`src/rtl/gate_vector_sequencer.sv`:
```
// Drives a 2-input gate through all four a/b combinations, holds each for DWELL
// cycles, checks the gate output against the selected truth table and reports the result.
module gate_vector_sequencer #(
    parameter int DWELL = 4,
    parameter int CNT_W = 8
) (
    input  logic       clk,
    input  logic       rst_n,
    input  logic       start,
    input  logic [1:0] op,
    input  logic       c,
    output logic       a,
    output logic       b,
    output logic [1:0] vec_idx,
    output logic       busy,
    output logic       done,
    output logic       pass,
    output logic [2:0] err_cnt
);

    typedef enum logic [1:0] {
        IDLE = 2'd0,
        RUN  = 2'd1,
        DONE = 2'd2
    } state_t;

    localparam logic [1:0]       OP_OR   = 2'b00;
    localparam logic [1:0]       OP_AND  = 2'b01;
    localparam logic [1:0]       OP_XOR  = 2'b10;
    localparam logic [CNT_W-1:0] DW_LAST = CNT_W'(DWELL - 1);

    state_t           state_q, state_d;
    logic [CNT_W-1:0] dwell_q, dwell_d;
    logic [1:0]       op_q, op_d;
    logic [1:0]       vec_q, vec_d;
    logic [2:0]       err_q, err_d;
    logic             done_q, done_d;
    logic             pass_q, pass_d;
    logic             expected;
    logic             mismatch;

    // Golden truth table for the operation captured at start, evaluated on the driven vector
    always_comb begin
        expected = 1'b0;
        case (op_q)
            OP_OR:   expected = vec_q[1] | vec_q[0];
            OP_AND:  expected = vec_q[1] & vec_q[0];
            OP_XOR:  expected = vec_q[1] ^ vec_q[0];
            default: expected = ~(vec_q[1] | vec_q[0]);
        endcase
    end

    assign mismatch = (c != expected);

    always_ff @(posedge clk) begin
        if (!rst_n) begin
            state_q <= IDLE;
            dwell_q <= '0;
            op_q    <= '0;
            vec_q   <= '0;
            err_q   <= '0;
            done_q  <= 1'b0;
            pass_q  <= 1'b0;
        end else begin
            state_q <= state_d;
            dwell_q <= dwell_d;
            op_q    <= op_d;
            vec_q   <= vec_d;
            err_q   <= err_d;
            done_q  <= done_d;
            pass_q  <= pass_d;
        end
    end

    always_comb begin
        state_d = state_q;
        dwell_d = dwell_q;
        op_d    = op_q;
        vec_d   = vec_q;
        err_d   = err_q;
        done_d  = done_q;
        pass_d  = pass_q;
        case (state_q)
            IDLE, DONE: begin
                if (start) begin
                    op_d    = op;
                    err_d   = '0;
                    done_d  = 1'b0;
                    pass_d  = 1'b0;
                    vec_d   = '0;
                    dwell_d = '0;
                    state_d = RUN;
                end
            end
            RUN: begin
                if (dwell_q < DW_LAST) begin
                    dwell_d = dwell_q + 1'b1;
                end else begin
                    err_d = err_q + {2'b00, mismatch};
                    if (vec_q != 2'd3) begin
                        vec_d   = vec_q + 2'd1;
                        dwell_d = '0;
                    end else begin
                        // Last vector: its own compare result must count toward pass
                        state_d = DONE;
                        done_d  = 1'b1;
                        pass_d  = (err_d == 3'd0);
                    end
                end
            end
            default: state_d = IDLE;
        endcase
    end

    assign vec_idx = vec_q;
    assign a       = vec_q[1];
    assign b       = vec_q[0];
    assign busy    = (state_q == RUN);
    assign done    = done_q;
    assign pass    = pass_q;
    assign err_cnt = err_q;

endmodule

```
`config.mk`:
```
export PLATFORM = sky130hd
export DESIGN_NAME = gate_vector_sequencer
export DESIGN_NICKNAME = d
export VERILOG_FILES = /design/src/rtl/gate_vector_sequencer.sv
export SDC_FILE = /design/constraint.sdc
export NUM_CORES = 1
export LEC_CHECK = 0
export ABC_AREA = 1
export BUFFER_PORTS_ARGS = -buffer_cell sky130_fd_sc_hd__buf_2
export CORE_MARGIN = 8
export CORE_UTILIZATION = 53
export DETAILED_ROUTE_END_ITERATION = 12
export GPL_TIMING_DRIVEN = 0
export PLACE_DENSITY = 0.79
export SYNTH_ARGS = -nofsm -noshare
export SYNTH_HDL_FRONTEND = slang
export SYNTH_SLANG_ARGS = --single-unit
export TNS_END_PERCENT = 30
```
`constraint.sdc`:
```
create_clock -name clk -period 2.1 [get_ports clk]
set_input_delay 0.21 -clock clk [delete_from_list [all_inputs] [get_ports clk]]
set_output_delay 0.21 -clock clk [all_outputs]
set_load 0.02 [all_outputs]
```
# Word level (Yosys, flattened, before mapping)
# Cells that the tools add are included.
# word_totals
word_cells	60
regBits	19
output_inout_bits	10
in_bits	6
# classes
reduce_logical	11
magnitude_cmp	1
n_addsub	3
mux	23
bitwise	4
eq_ne	11
# ops
op	count
$mux 8	3
$pmux 8 s2	1
$mux 2	6
$reduce_and 3->1	3
$add 8x1->8 const B	1
$lt 8x2->1 const B	1
$ne 2x2->1 const B	4
$pmux 2 s2	2
$reduce_and 4->1	2
$mux 3	2
$pmux 3 s2	1
$mux 1	5
$eq 2x1->1 const B	2
$eq 2x2->1 const B	2
$logic_not 2->1	2
$pmux 1 s2	2
$add 3x1->3	1
$logic_not 3->1	1
$ne 3x1->1 const B	1
$pmux 1 s3	1
$add 2x1->2 const B	1
$ne 2x1->1 const B	1
$reduce_and 2->1	1
$reduce_bool 2->1	1
other kinds (6)	6

# Depth between registers and ports, before layout
# logic_depth
word_depth	9
depth_mapped	12
mapped_depth_nobuf	12

# Worst setup path after synthesis
# Ideal clock, no wire load.
# synth_path
kind	flip-flop to flip-flop
startpoint	register vec_q[0], in the netlist vec_idx[0]
endpoint	register pass_q, in the netlist pass
t_arrival_ns	1.999
stages_incl_launch_ff	12
synth_period_minus_slack_ns	2.069
required_ns	2.030
setup_ns	0.070
path_buffers	0
setup_slack_ns	0.031
path_cell_list	dfxtp_1 > inv_1 > ha_1 > o21ai_0 > o21ai_0 > xor2_1 > ha_1 > ha_1 > xor2_1 > nor2_1 > nand4_1 > a21oi_1
# synth_between
elab_chain_len	9
word_cells_on_any_way	14
cone_classes	add/sub (1); eq/ne (3); mux (4); bitwise (4); reduce/logical (2)
# synth_rtl
item	line_no	rtl
from (decl)	35	logic [1:0] vec_q, vec_d;
from (signal assigned)	68	vec_q <= vec_d;
$or 1x1->1	46, 49	
$not 1->1	49	default: expected = ~(vec_q[1] | vec_q[0]);
$pmux 1 s3	45	case (op_q)
$ne 1x1->1	53	assign mismatch = (c != expected);
$add 3x1->3	99	err_d = err_q + {2'b00, mismatch};
$logic_not 3->1	107	pass_d = (err_d == 3'd0);
$mux 1	100	if (vec_q != 2'd3) begin
$mux 1	96	if (dwell_q < DW_LAST) begin
$pmux 1 s2	83	case (state_q)
to (signal assigned)	71	pass_q <= pass_d;
to (decl)	38	logic pass_q, pass_d;
# Parallel ways exist; a longest one is shown, timed or not. The select of a mux whose other input is x is not followed.
# A chain may end at the register's enable or synchronous reset.

# Final worst setup path
# layout_path
startpoint	register vec_q[1], in the netlist vec_idx[1]
endpoint	register pass_q, in the netlist pass
# Same word-level chain as after synthesis.

==> out/results.ini <==
[run_status]
status = finished, final reports clean

[clocking]
cts_tree = yes
clkLatencyLatePin_ns = 0.29
cts.clk_slew.worst_paths_ns = 0.10
cts-htree-levels = 1
cts-root-buf = clkbuf_4
clock-sinks = 19
cts_hold_buf = 0
cts_buffer_depth = 2
cts_made_buffers = 3

[placement]
post-place-ws_ns = -0.0677
dpl.cell_count = 148
port_buffers = 15
dp_hpwl_mm = 1.36
gp_congestion = 0.831

[die]
die_y_um = 57.4
dieWidth_um = 57.4
io_pins = 16
start_util = 0.545
rows = 15
die-area_mm2 = 0.00330
coreArea_mm2 = 0.00167

[drt]
remaining_drc_errors = 0
drtAntennaViolNets = 0
wl_mm = 1.73
vias_per_cell = 4.94
firstDrtPassIters = 4
vias = 756
wl_per_cell_um = 11.3
drt_iter0_drc = 25

[pwr]
irDropWorstVdd_uv = 370
p_per_area_mw_per_mm2 = 592
intPower_w = 0.000467
switchingPower_w = 0.000163
power_frac_seq = 0.592
power.share.clock = 0.286
leakagePower_nw = 0.522
pwr-share-comb = 0.122
netSwitchingFraction = 0.259

[worst_setup_path]
crit_required_ns = 2.34
crit_path_top_delay_cell = dfxtp_4
regToRegStartpoint = vec_idx[1]
setup.worst_path.start = vec_idx[1]
critPathCaptureType = register
crit_fanout = 5
max_stage_delay_ns = 0.38
cp.arrival_ns = 2.22
reg2reg_depth = 11
reg2reg_setup_slack_ns = 0.12
r2r-end = pass
critPathKind = register to register
worstSetupEndpoint = pass
crit_chain = inv_2 > ha_4 > o21ai_1 > o21ai_1 > xor2_1 > ha_1 > ha_1 > xor2_1 > nor2_1 > nand4_1 > a21oi_2
crit_path_start_kind = register

[synthesis]
synth.top_cell.area_share = 0.418
yosysTopAreaCell = dfxtp_1
ys_top_cells_by_area = dfxtp_1 42%, nand2_1 7.8%, ha_1 6.9%
netlist_area_um2 = 910
yosys_warnings = 0
synth-seq-cells = 19
ys_types = 22
synth_nets = 127
syn_inst = 116
syn_area_per_cell_um2 = 7.84
synth-seq-area-share = 0.418

[timing]
grt_setup_unrepaired = false
slew_headroom = 0.699
slew_violations = 0
setup-tns-final_ns = 0
fin_crit_ns = 1.98
finalHoldViolations = 0
fin_ws_ns = 0.116
fmax_mhz = 504
finalSetupViolCount = 0
finalCritPeriodShare = 0.945
tightest_slew_ns = 0.451
skew_ns = 0.00413

[final_layout]
layout_common_cells = 19 x nand2_1, 17 x dfxtp_1, 15 x buf_2
seq_area_um2 = 385
nets = 148
multi_input_area_um2 = 463
fillCellCount = 147
syn_to_final_growth_pct = 16.9
stdcell_count = 153
insertedDiodeCount = 0
drive_gt1_frac = 0.301
final_common_cell = nand2_1

[global_routing]
gr-usage-met1 = 0.123
grt_max_degree = 11
grt_pass1_wl_mm = 3.02
top_usage_layer = met2
use_met3 = 0.0336
grt_pass1_vias = 756
grt_use_met2 = 0.191
grt_antenna_before_repair = 0
grt_usage = 0.112
grt.overflow.total = 0

[flow_run]
maxCapViolCount = 0

[hold_path]
hp-class = primary input to register

[Yosys cell counts]
cell type / instances
nor3_1: 1
nand2_2: 2
inv_4: 1
buf_4: 2
o21ai_0: 7
nor2_8: 1
nand2_4: 2
clkbuf_1: 1
a21oi_2: 1
ha_1: 5
xor2_1: 2
or2_2: 1
inv_1: 15
a21oi_1: 11
dfxtp_1: 19
nor2_4: 2
nand4_1: 2
inv_2: 1
nor2_2: 2
nand2_1: 19
nand3_1: 7
nor2_1: 12
[through the flow]
stage / utilization / total power, W / hold WS (ns) / area (um2)
global placement: 0.602 / 0.000456 / 0.426 / 1010
CTS: 0.619 / 0.000636 / 0.174 / 1030
global route: 0.637 / 0.000654 / 0.195 / 1060
floorplan: - / 0.000438 / 0.346 / 910
detailed placement: 0.602 / 0.000459 / 0.429 / 1010
finish: 0.637 / 0.000630 / 0.178 / 1060
[worst min-delay path by stage]
stage	start	to	slack (ns)	cells past startpoint
2_1_floorplan	rst_n	op_q[1]	0.35	2
3_3_place_gp	dwell_q[6]	dwell_q[6]	0.43	2
3_5_place_dp	dwell_q[2]	dwell_q[2]	0.43	2
4_1_cts	op[1]	op_q[1]	0.17	3
5_1_grt	rst_n	op_q[1]	0.19	3
6_report	rst_n	op_q[0]	0.18	3
[layer usage]
layer / share of wire / vias up
met5: 0 / -
met4: 0.018 / 0
met3: 0.067 / 5
met2: 0.47 / 16
met1: 0.45 / 329
li1: - / 406
[cell families after synthesis]
kind of cell | share of synthesized area
buf+inv | 0.0935
simple gates | 0.292
flops | 0.418
fa+ha+maj | 0.0688
compound gates | 0.109
xor+xnor | 0.0193
[what timing repair did]
| action | in CTS | in global routing |
|---|---|---|
| setup endpoints to repair | 1 | 2 |
| pin swaps | 0 | 4 |
| resized for setup | 3 | 8 |
| buffers inserted | 0 | 1 |
| cloned | 0 | 0 |
[registers in the layout, indices dropped and copies added (netlist names)]
name and flops:
dwell_q 8, err_cnt 3, op_q 2, state_q 2
vec_idx 2, done 1, pass 1
[power groups by stage]
stage / combinational, W / sequential (W) / clock [W]
after global routing: 0.0000870 / 0.000374 / 0.000193
after global placement: 0.0000742 / 0.000382 / 0
after CTS: 0.0000771 / 0.000374 / 0.000185
after floorplan: 0.0000572 / 0.000381 / 0
after detailed placement: 0.0000765 / 0.000382 / 0
final: 0.0000769 / 0.000373 / 0.000180
[final cells by class]
class / count / share of cell area
multi-input combinational: 77 / 0.435
sequential: 19 / 0.362
timing repair buffer: 16 / 0.0776
inverter: 17 / 0.0624
clock buffer: 4 / 0.0247
tap: 17 / 0.0200
buffer: 3 / 0.0176
[critical path: cells and delay by family (launching register included)]
family                     cells  cell delay (ns)
adders and majority gates      3             0.62
DFF                            1             0.38
AOI/OAI and AO/OA              3             0.33
xor gates and xnor gates       2             0.32
and+or+nand+nor                2             0.24
buffers and inverters          1             0.05
No activity file was read; power rests on OpenSTA's default activity.
